[config.mk]
export PLATFORM = sky130hd
export DESIGN_NAME = bias2_update_sched
export DESIGN_NICKNAME = d
export VERILOG_FILES = /design/src/rtl/dqn_pkg.sv /design/src/rtl/bias2_lane_acc.sv /design/src/rtl/bias2_update_sched.sv
export SDC_FILE = /design/constraint.sdc
export NUM_CORES = 1
export LEC_CHECK = 0
export BUFFER_PORTS_ARGS = -buffer_cell sky130_fd_sc_hd__buf_2
export CAP_MARGIN = 20
export CORE_MARGIN = 4
export CORE_UTILIZATION = 40
export CTS_CLUSTER_SIZE = 14
export DETAILED_ROUTE_END_ITERATION = 8
export PLACE_DENSITY = 0.67
export SYNTH_ARGS = -nofsm -noshare
export SYNTH_HDL_FRONTEND = slang
export SYNTH_HIERARCHICAL = 1
export SYNTH_SLANG_ARGS = --single-unit
[constraint.sdc]
create_clock -name clk -period 3 [get_ports clk]
set_input_delay 0.6 -clock clk [delete_from_list [all_inputs] [get_ports clk]]
set_output_delay 0.6 -clock clk [all_outputs]
set_load 0.01 [all_outputs]
[src/rtl/dqn_pkg.sv]
// Shared types and helpers for the output-layer bias scheduler: FSM states,
// register-file control codes, constant clog2 and signed saturation.
package dqn_pkg;

  typedef enum logic [2:0] {IDLE, ACCUM, SCALE, APPLY, DONE} state_t;

  localparam logic [3:0] CTRL_UPDATE = 4'b0001;
  localparam logic [3:0] CTRL_IDLE   = 4'b0000;

  function automatic int clog2(input int n);
    int r;
    r = 0;
    for (int v = n - 1; v > 0; v = v >> 1) r++;
    return r;
  endfunction

  // Clamp to the signed range of a dw-bit word; caller keeps the low dw bits.
  function automatic logic signed [63:0] sat_narrow(input logic signed [63:0] v, input int dw);
    logic signed [63:0] hi;
    logic signed [63:0] lo;
    hi = (64'sd1 <<< (dw - 1)) - 64'sd1;
    lo = -(64'sd1 <<< (dw - 1));
    if (v > hi) return hi;
    if (v < lo) return lo;
    return v;
  endfunction

endpackage

[src/rtl/bias2_lane_acc.sv]
// One bias lane: sums signed deltas over a batch, scales by the learning-rate
// shift and narrows to DW bits (saturating when BIAS2_SAT_EN is defined).
module bias2_lane_acc
  import dqn_pkg::*;
#(
  parameter int DW       = 16,
  parameter int BATCH    = 8,
  parameter int LR_SHIFT = 3
) (
  input  logic                 clk,
  input  logic                 rst,
  input  logic                 clr,
  input  logic                 add,
  input  logic                 load,
  input  logic signed [DW-1:0] d_in,
  output logic signed [DW-1:0] deltab2
);

  localparam int ACC_W = DW + clog2(BATCH);

  logic signed [ACC_W-1:0] acc_p0;
  logic signed [ACC_W-1:0] scaled;

  function automatic logic signed [DW-1:0] narrow(input logic signed [ACC_W-1:0] v);
`ifdef BIAS2_SAT_EN
    logic signed [63:0] w;
    w = sat_narrow(64'(v), DW);
    return $signed(w[DW-1:0]);
`else
    return $signed(v[DW-1:0]);
`endif
  endfunction

  assign scaled = acc_p0 >>> LR_SHIFT;

  // Stage p0: batch sum; stage p1: scaled, narrowed value held for the register file.
  always_ff @(posedge clk) begin
    if (rst) begin
      acc_p0  <= '0;
      deltab2 <= '0;
    end else begin
      if (clr)      acc_p0 <= '0;
      else if (add) acc_p0 <= acc_p0 + ACC_W'(d_in);
      if (load)     deltab2 <= narrow(scaled);
    end
  end

endmodule

[src/rtl/bias2_update_sched.sv]
// Mini-batch scheduler for the 5-lane bias2 register file: accumulate, scale,
// issue one update, pulse done. Build option: BIAS2_SAT_EN (saturating narrow).
module bias2_update_sched
  import dqn_pkg::*;
#(
  parameter int BATCH    = 8,
  parameter int LR_SHIFT = 3,
  parameter int DW       = 16
) (
  input  logic                 clk,
  input  logic                 rst,
  input  logic                 start,
  input  logic                 d_valid,
  output logic                 d_ready,
  input  logic signed [DW-1:0] d_in_1,
  input  logic signed [DW-1:0] d_in_2,
  input  logic signed [DW-1:0] d_in_3,
  input  logic signed [DW-1:0] d_in_4,
  input  logic signed [DW-1:0] d_in_5,
  output logic [3:0]           ctrl,
  output logic [3:0]           step,
  output logic signed [DW-1:0] deltab2_1,
  output logic signed [DW-1:0] deltab2_2,
  output logic signed [DW-1:0] deltab2_3,
  output logic signed [DW-1:0] deltab2_4,
  output logic signed [DW-1:0] deltab2_5,
  output logic                 busy,
  output logic                 done
);

  localparam int CNT_W = clog2(BATCH) + 1;

  state_t             state, state_nxt;
  logic [CNT_W-1:0]   count;
  logic               xfer;
  logic               last;
  logic               clr;
  logic signed [DW-1:0] din  [5];
  logic signed [DW-1:0] dout [5];

  assign din[0] = d_in_1;
  assign din[1] = d_in_2;
  assign din[2] = d_in_3;
  assign din[3] = d_in_4;
  assign din[4] = d_in_5;

  assign deltab2_1 = dout[0];
  assign deltab2_2 = dout[1];
  assign deltab2_3 = dout[2];
  assign deltab2_4 = dout[3];
  assign deltab2_5 = dout[4];

  assign d_ready = (state == ACCUM);
  assign xfer    = d_valid & d_ready;
  assign last    = (count == CNT_W'(BATCH - 1));
  assign clr     = (state == IDLE) & start;
  assign busy    = (state != IDLE);
  assign done    = (state == DONE);
  assign ctrl    = (state == APPLY) ? CTRL_UPDATE : CTRL_IDLE;

  always_comb begin
    state_nxt = state;
    case (state)
      IDLE:    if (start) state_nxt = ACCUM;
      ACCUM:   if (xfer && last) state_nxt = SCALE;
      SCALE:   state_nxt = APPLY;
      APPLY:   state_nxt = DONE;
      DONE:    state_nxt = IDLE;
      default: state_nxt = IDLE;
    endcase
  end

  // Step advances as the scaled deltas are loaded so both are valid during APPLY.
  always_ff @(posedge clk) begin
    if (rst) begin
      state <= IDLE;
      count <= '0;
      step  <= 4'd0;
    end else begin
      state <= state_nxt;
      if (clr)       count <= '0;
      else if (xfer) count <= count + CNT_W'(1);
      if (state == SCALE) step <= (step == 4'd15) ? 4'd1 : step + 4'd1;
    end
  end

  for (genvar k = 0; k < 5; k++) begin : g_lane
    bias2_lane_acc #(
      .DW      (DW),
      .BATCH   (BATCH),
      .LR_SHIFT(LR_SHIFT)
    ) u_lane (
      .clk    (clk),
      .rst    (rst),
      .clr    (clr),
      .add    (xfer),
      .load   (state == SCALE),
      .d_in   (din[k]),
      .deltab2(dout[k])
    );
  end

endmodule

* Word level (Yosys, flattened, before mapping)
Index checks and enable logic that the tools add are counted.
Cells by class: eq/ne operators 8, add/sub/neg operators 7, reduce and logical (&&, ||, !) cells 5, mux-type cells 5, bitwise logic cells 2
Operators by type and width (number):
- adder 19 x 16 -> 19 bit | 5
- case mux 3 bit (4 select lines) | 1
- adder 4 x 1 -> 4 bit, second input constant | 2
- == test 3 x 2 -> 1 bit, second input constant | 2
- 2-to-1 mux 3 bit | 2
- == test 4 x 3 -> 1 bit, second input constant | 1
- == test 4 bit, second input constant | 1
- 2-to-1 mux 4 bit | 1
- == test 3 x 1 -> 1 bit, second input constant | 1
- == test 3 bit, second input constant | 1
- logical NOT 3 bit | 1
- nonzero test 3 bit | 1
- AND 1 bit | 2
- != test 2 x 1 -> 1 bit, second input constant | 1
- != test 2 bit, second input constant | 1
- AND reduction 2 bit | 1
- OR reduction 2 bit | 1
- logical AND 1 bit | 1
- 2-to-1 mux 1 bit | 1
Word-level totals: bits in registers 186, input bits 84, logic and storage cells 40, output and inout port bits 91

* Logic depth before layout (Yosys ltp)
depth after elaboration 5, depth in mapped cells 10, mapped depth without buffers 10

* Hierarchy
The synthesis kept the hierarchy.
By module, submodules not included:
- bias2_lane_acc at g_lane[1].u_lane ... | sequential area each 700.7 um^2, cells an instance 242, times used 3, area each 2212.1 um^2
- bias2_lane_acc at g_lane[4].u_lane | sequential area each 700.7 um^2, cells an instance 250, times used 1, area each 2180.8 um^2
- bias2_lane_acc at g_lane[0].u_lane | sequential area each 700.7 um^2, cells an instance 244, times used 1, area each 2178.3 um^2
- bias2_update_sched | sequential area each 220.2 um^2, cells an instance 68, times used 1, area each 579.3 um^2

* Worst setup path after synthesis
OpenSTA, ideal clock, no wires.
kind in2reg, start input d_in_1[0], end register g_lane[0].u_lane.acc_p0[18], stages 10, setup time 58 ps, path buffers 0, slack 606 ps, data arrival time 2335 ps, required time 2942 ps, path through ha_1 > inv_1 > fa_1 > nor2b_4 > o2111ai_4 > a31oi_4 > o311ai_4 > mux2i_1 > a211o_1 > nand2_1
On the way: longest elaborated chain between the ends 1
RTL lines:
- from (decl) | line bias2_update_sched.sv:15 | input logic signed [DW-1:0] d_in_1,
- adder 19 x 16 -> 19 bit | line bias2_lane_acc.sv:43 | else if (add) acc_p0 <= acc_p0 + ACC_W'(d_in);
- to (signal assigned) | line bias2_lane_acc.sv:43
- to (decl) | line bias2_lane_acc.sv:21 | logic signed [ACC_W-1:0] acc_p0;
No other way between the ends. A chain may end at the register's enable or synchronous reset.

* Worst setup path after layout
start register state[0], end register g_lane[1].u_lane.acc_p0[18]
On the way: elaborated cells on any way between the ends 5, classes of those cells eq/ne: 1; bitwise: 2; reduce/logical: 2
RTL lines:
- from (decl) | line bias2_update_sched.sv:33 | state_t state, state_nxt;
- from (signal assigned) | line bias2_update_sched.sv:80 | state <= state_nxt;
- == test 3 x 1 -> 1 bit | line bias2_update_sched.sv:53 | assign d_ready = (state == ACCUM);
- AND 1 bit | line bias2_update_sched.sv:54 | assign xfer = d_valid & d_ready;
- net xfer | line bias2_update_sched.sv:35 | logic xfer;
- to (signal assigned) | line bias2_lane_acc.sv:43
- to (decl) | line bias2_lane_acc.sv:21
The timed path passes the listed nets, and every way through them passes these cells.

==> impl_metrics.xml <==
<?xml version="1.0" encoding="UTF-8"?>
<metrics>
  <group name="outcome">
    <metric name="result_of_the_run" unit="">finished clean</metric>
  </group>
  <group name="die">
    <metric name="placement_rows" unit="">62</metric>
    <metric name="design.die.area" unit="µm²">31700</metric>
    <metric name="floorplan.die.height" unit="µm">178</metric>
    <metric name="die_x" unit="µm">178</metric>
    <metric name="core-area" unit="µm²">28600</metric>
    <metric name="start_util" unit="%">40.4</metric>
    <metric name="io_pins" unit="">175</metric>
  </group>
  <group name="power">
    <metric name="p_int" unit="mW">4.31</metric>
    <metric name="p_leak" unit="nW">5.58</metric>
    <metric name="switching_power" unit="mW">1.57</metric>
    <metric name="vdd.ir_drop.worst" unit="mV">0.326</metric>
    <metric name="pwr-share-comb" unit="%">14.2</metric>
    <metric name="power.switching_fraction" unit="%">26.8</metric>
    <metric name="p_clk_share" unit="%">42.4</metric>
    <metric name="power_density" unit="nW/µm²">441</metric>
    <metric name="share_seq_of_total_power" unit="%">43.4</metric>
  </group>
  <group name="critical_path">
    <metric name="critPathLaunchType" unit="">flip-flop</metric>
    <metric name="setup.worst_path.start" unit="">state[0]</metric>
    <metric name="cp.required" unit="ns">3.31</metric>
    <metric name="timing.critical_path.fanout_max" unit="">33</metric>
    <metric name="r2r-start" unit="">state[0]</metric>
    <metric name="cp_data_arrival_time" unit="ns">2.79</metric>
    <metric name="critPathKind" unit="">flip-flop to flip-flop</metric>
    <metric name="critPathSlowestCell" unit="">sky130_fd_sc_hd__dfxtp_1</metric>
    <metric name="crit_path_cell_trace" unit="">nand4bb_1 -&gt; inv_4 -&gt; nand2_1 -&gt; or4_4 -&gt; a21oi_2 -&gt; a211oi_2 -&gt; xor2_1 -&gt; nor2_1</metric>
    <metric name="critical_path.endpoint_type" unit="">flip-flop</metric>
    <metric name="cp.buffers_inverters" unit="">1</metric>
    <metric name="critical-path-top-delay-family" unit="">simple AND/OR/NAND/NOR gates</metric>
    <metric name="worst_path_largest_cell_delay" unit="ns">0.54</metric>
  </group>
  <group name="min_path">
    <metric name="worst_hold_startpoint" unit="">g_lane[2].u_lane/acc_p0[13]</metric>
    <metric name="holdCritPathClass" unit="">flip-flop to flip-flop</metric>
  </group>
  <group name="timing">
    <metric name="timing.setup.tns" unit="ns">0</metric>
    <metric name="layout_worst_path_cycle_share" unit="%">82.7</metric>
    <metric name="finalSetupViolations" unit="">0</metric>
    <metric name="fmaxAchievable" unit="MHz">403</metric>
    <metric name="clock_skew" unit="ns">0.0114</metric>
    <metric name="final_hold_viol_count" unit="">0</metric>
    <metric name="relSlewSlack" unit="%">57.4</metric>
    <metric name="timing_max_transition_violations_final" unit="">0</metric>
    <metric name="tightest_slew" unit="ns">0.637</metric>
    <metric name="fin_crit" unit="ns">2.48</metric>
    <metric name="setup_repair_after_global_routing_missed_its_margin" unit="">no</metric>
  </group>
  <group name="global_routing">
    <metric name="grt_pass1_wl" unit="µm">46000</metric>
    <metric name="track_usage" unit="%">17.7</metric>
    <metric name="antenna_found_initial" unit="">1</metric>
    <metric name="maximum_number_of_pins_on_one_net_before_global_route_repair" unit="">50</metric>
    <metric name="grt_overflow" unit="">0</metric>
    <metric name="number_of_global_route_vias_before_repair" unit="">9257</metric>
  </group>
  <group name="finish">
    <metric name="nets" unit="">1616</metric>
    <metric name="area_growth" unit="%">15.3</metric>
    <metric name="drive_gt1_share" unit="%">20.5</metric>
    <metric name="layout.cells.most_common_list" unit="">sky130_fd_sc_hd__nor2_1, sky130_fd_sc_hd__dfxtp_1, sky130_fd_sc_hd__buf_2</metric>
    <metric name="final_common_cell" unit="">sky130_fd_sc_hd__nor2_1</metric>
    <metric name="utilization" unit="%">46.6</metric>
    <metric name="fill_cells" unit="">2773</metric>
  </group>
  <group name="clocking">
    <metric name="clock-sinks" unit="">186</metric>
    <metric name="cts_made_buffers" unit="">17</metric>
    <metric name="worst_skew_pair.late_latency" unit="ns">0.43</metric>
    <metric name="cts-root-buf" unit="">sky130_fd_sc_hd__clkbuf_16</metric>
    <metric name="cts_htree_levels" unit="">4</metric>
    <metric name="clockBufferDepth" unit="">2</metric>
    <metric name="cts.repair_timing.setup_buffer_count" unit="">0</metric>
    <metric name="cts_resized" unit="">0</metric>
    <metric name="cts.clk_slew.worst_paths" unit="ns">0.08</metric>
    <metric name="holdBufCountCts" unit="">0</metric>
    <metric name="clock_tree_from_tritoncts" unit="">yes</metric>
  </group>
  <group name="drt">
    <metric name="route.detailed.drc" unit="">0</metric>
    <metric name="detailedRoute.firstIterationViolations" unit="">486</metric>
    <metric name="ant_nets" unit="">0</metric>
    <metric name="firstDrtPassIters" unit="">8</metric>
    <metric name="wl_per_cell" unit="µm">15.5</metric>
    <metric name="post_drt_via_cell_ratio" unit="">5.25</metric>
    <metric name="routed-via-count" unit="">9622</metric>
    <metric name="wl" unit="µm">28400</metric>
  </group>
  <group name="placement">
    <metric name="place.gp.congestion" unit="">0.879</metric>
    <metric name="dp_hpwl" unit="µm">21100</metric>
    <metric name="buffer_ports.inserted" unit="">171</metric>
  </group>
  <group name="run">
    <metric name="cap_viol_max_count" unit="">0</metric>
  </group>
  <group name="synthesis">
    <metric name="synth.top_cells.by_area" unit="">sky130_fd_sc_hd__dfxtp_1, sky130_fd_sc_hd__mux2i_1, sky130_fd_sc_hd__ha_1</metric>
    <metric name="ys.flop_type" unit="">sky130_fd_sc_hd__dfxtp_1</metric>
    <metric name="async_flop_share" unit="%">0</metric>
    <metric name="synth_cells" unit="">1288</metric>
    <metric name="synth_sequential_area_ratio" unit="%">32.2</metric>
    <metric name="yosys.area.top_type_share" unit="%">32.2</metric>
    <metric name="synth-edff-count" unit="">0</metric>
    <metric name="synth-warning-count" unit="">6</metric>
    <metric name="synthesis.area" unit="µm²">11600</metric>
    <metric name="syn_avg_cell_area" unit="µm²">8.99</metric>
    <metric name="ys_seq_elements" unit="">186</metric>
    <metric name="synth_top_area_cell" unit="">sky130_fd_sc_hd__dfxtp_1</metric>
    <metric name="synth_cell_type_count" unit="">85</metric>
  </group>
</metrics>
-- registers in the layout, summed over array words and instances (netlist names) --
name / count
g_lane.u_lane/acc_p0: 95
step: 4
count: 4
g_lane.u_lane/deltab2: 80
state: 3
-- power groups by stage --
stage                     clock (mW)  combinational, mW  sequential [mW]
after floorplan                    0              0.648             2.59
after global placement             0              0.814             2.61
after detailed placement           0              0.829             2.61
after CTS                       2.60              0.834             2.55
after global routing            2.68              0.928             2.56
final                           2.50              0.836             2.55
-- cell type report --
type	count	area [µm²]	area share, %
timing repair buffer	186	996	7.46
clock buffer	20	457	3.42
inverter	29	114	0.853
sequential	186	3720	27.9
antenna	1	2.50	0.0187
multi-input combinational	1015	7390	55.4
clock inverter	12	186	1.40
tap	384	480	3.60
-- worst min-delay path: stages (launching register included) --
cell                      delay, ns
sky130_fd_sc_hd__dfxtp_1       0.33
sky130_fd_sc_hd__nand2_1       0.05
sky130_fd_sc_hd__o21ai_1       0.05
-- metal layers --
metal / global-route usage [%] / part of all wire, %
met1: 23.7 / 48
met2: 29.6 / 47
met3: 3.03 / 3.9
met4: 4.51 / 1.3
met5: 0 / 0
-- logic make-up (layout without fill, tap and decap cells) --
family	Yosys count	after routing	share of synthesized area, %
simple gates	425	425	18.3
fa+ha+maj	97	97	10.8
xor+xnor	76	76	5.75
other cells	1	4	0.0324
buf+inv	89	247	4.12
flops	186	186	32.2
compound gates	281	281	17.3
mux	133	133	11.5
-- through the flow --
step | setup slack [ns] | hold WS, ns | power [mW] | instances | cell area (µm²)
global placement | 0.429 | 0.458 | 3.42 | 1800 | 12700
floorplan | 0.606 | 0.442 | 3.24 | 1290 | 11600
detailed placement | 0.376 | 0.464 | 3.44 | 1800 | 12700
global route | 0.262 | 0.501 | 6.16 | 1833 | 13300
CTS | 0.509 | 0.476 | 5.99 | 1832 | 13300
finish | 0.520 | 0.472 | 5.88 | 1833 | 13300
-- path summary, 6_finish.rpt --
check	slack (ns)	to	cells after the start
worst max-delay path	0.52	g_lane[1].u_lane/acc_p0[18]	8
worst min-delay path	0.47	g_lane[2].u_lane/acc_p0[13]	2
worst min register to register	0.47	g_lane[2].u_lane/acc_p0[13]	2
worst max register to register	0.52	g_lane[1].u_lane/acc_p0[18]	8
-- cell usage after synthesis, types with 5 or more instances --
cell type                  count
sky130_fd_sc_hd__xnor2_1      57
sky130_fd_sc_hd__mux2i_1     132
sky130_fd_sc_hd__nand3_1      20
sky130_fd_sc_hd__a21oi_1      69
sky130_fd_sc_hd__o211ai_1     10
sky130_fd_sc_hd__or3_1         6
sky130_fd_sc_hd__nand3b_1      7
sky130_fd_sc_hd__and4_1        6
sky130_fd_sc_hd__nand2b_1     11
sky130_fd_sc_hd__o21ai_1      27
sky130_fd_sc_hd__a211oi_1     11
sky130_fd_sc_hd__o21ai_0      26
sky130_fd_sc_hd__dfxtp_1     186
sky130_fd_sc_hd__fa_1          5
sky130_fd_sc_hd__nand4_1      17
sky130_fd_sc_hd__xor2_1       19
sky130_fd_sc_hd__o21a_1       12
sky130_fd_sc_hd__inv_1        29
sky130_fd_sc_hd__nor2_1      195
sky130_fd_sc_hd__nand4b_1      6
sky130_fd_sc_hd__nor2b_1      23
sky130_fd_sc_hd__a21o_1       31
sky130_fd_sc_hd__o31ai_1       5
sky130_fd_sc_hd__nor3_1        5
sky130_fd_sc_hd__o22ai_1       9
sky130_fd_sc_hd__or2_2         6
sky130_fd_sc_hd__buf_2         8
sky130_fd_sc_hd__a211oi_2      7
sky130_fd_sc_hd__buf_6        12
sky130_fd_sc_hd__a21oi_2      15
sky130_fd_sc_hd__nor3b_1       6
sky130_fd_sc_hd__clkbuf_1     29
sky130_fd_sc_hd__nand2_1      77
sky130_fd_sc_hd__a21oi_4       6
sky130_fd_sc_hd__ha_1         92
sky130_fd_sc_hd__a31oi_1      16
Power figures use the tool's default switching activity.
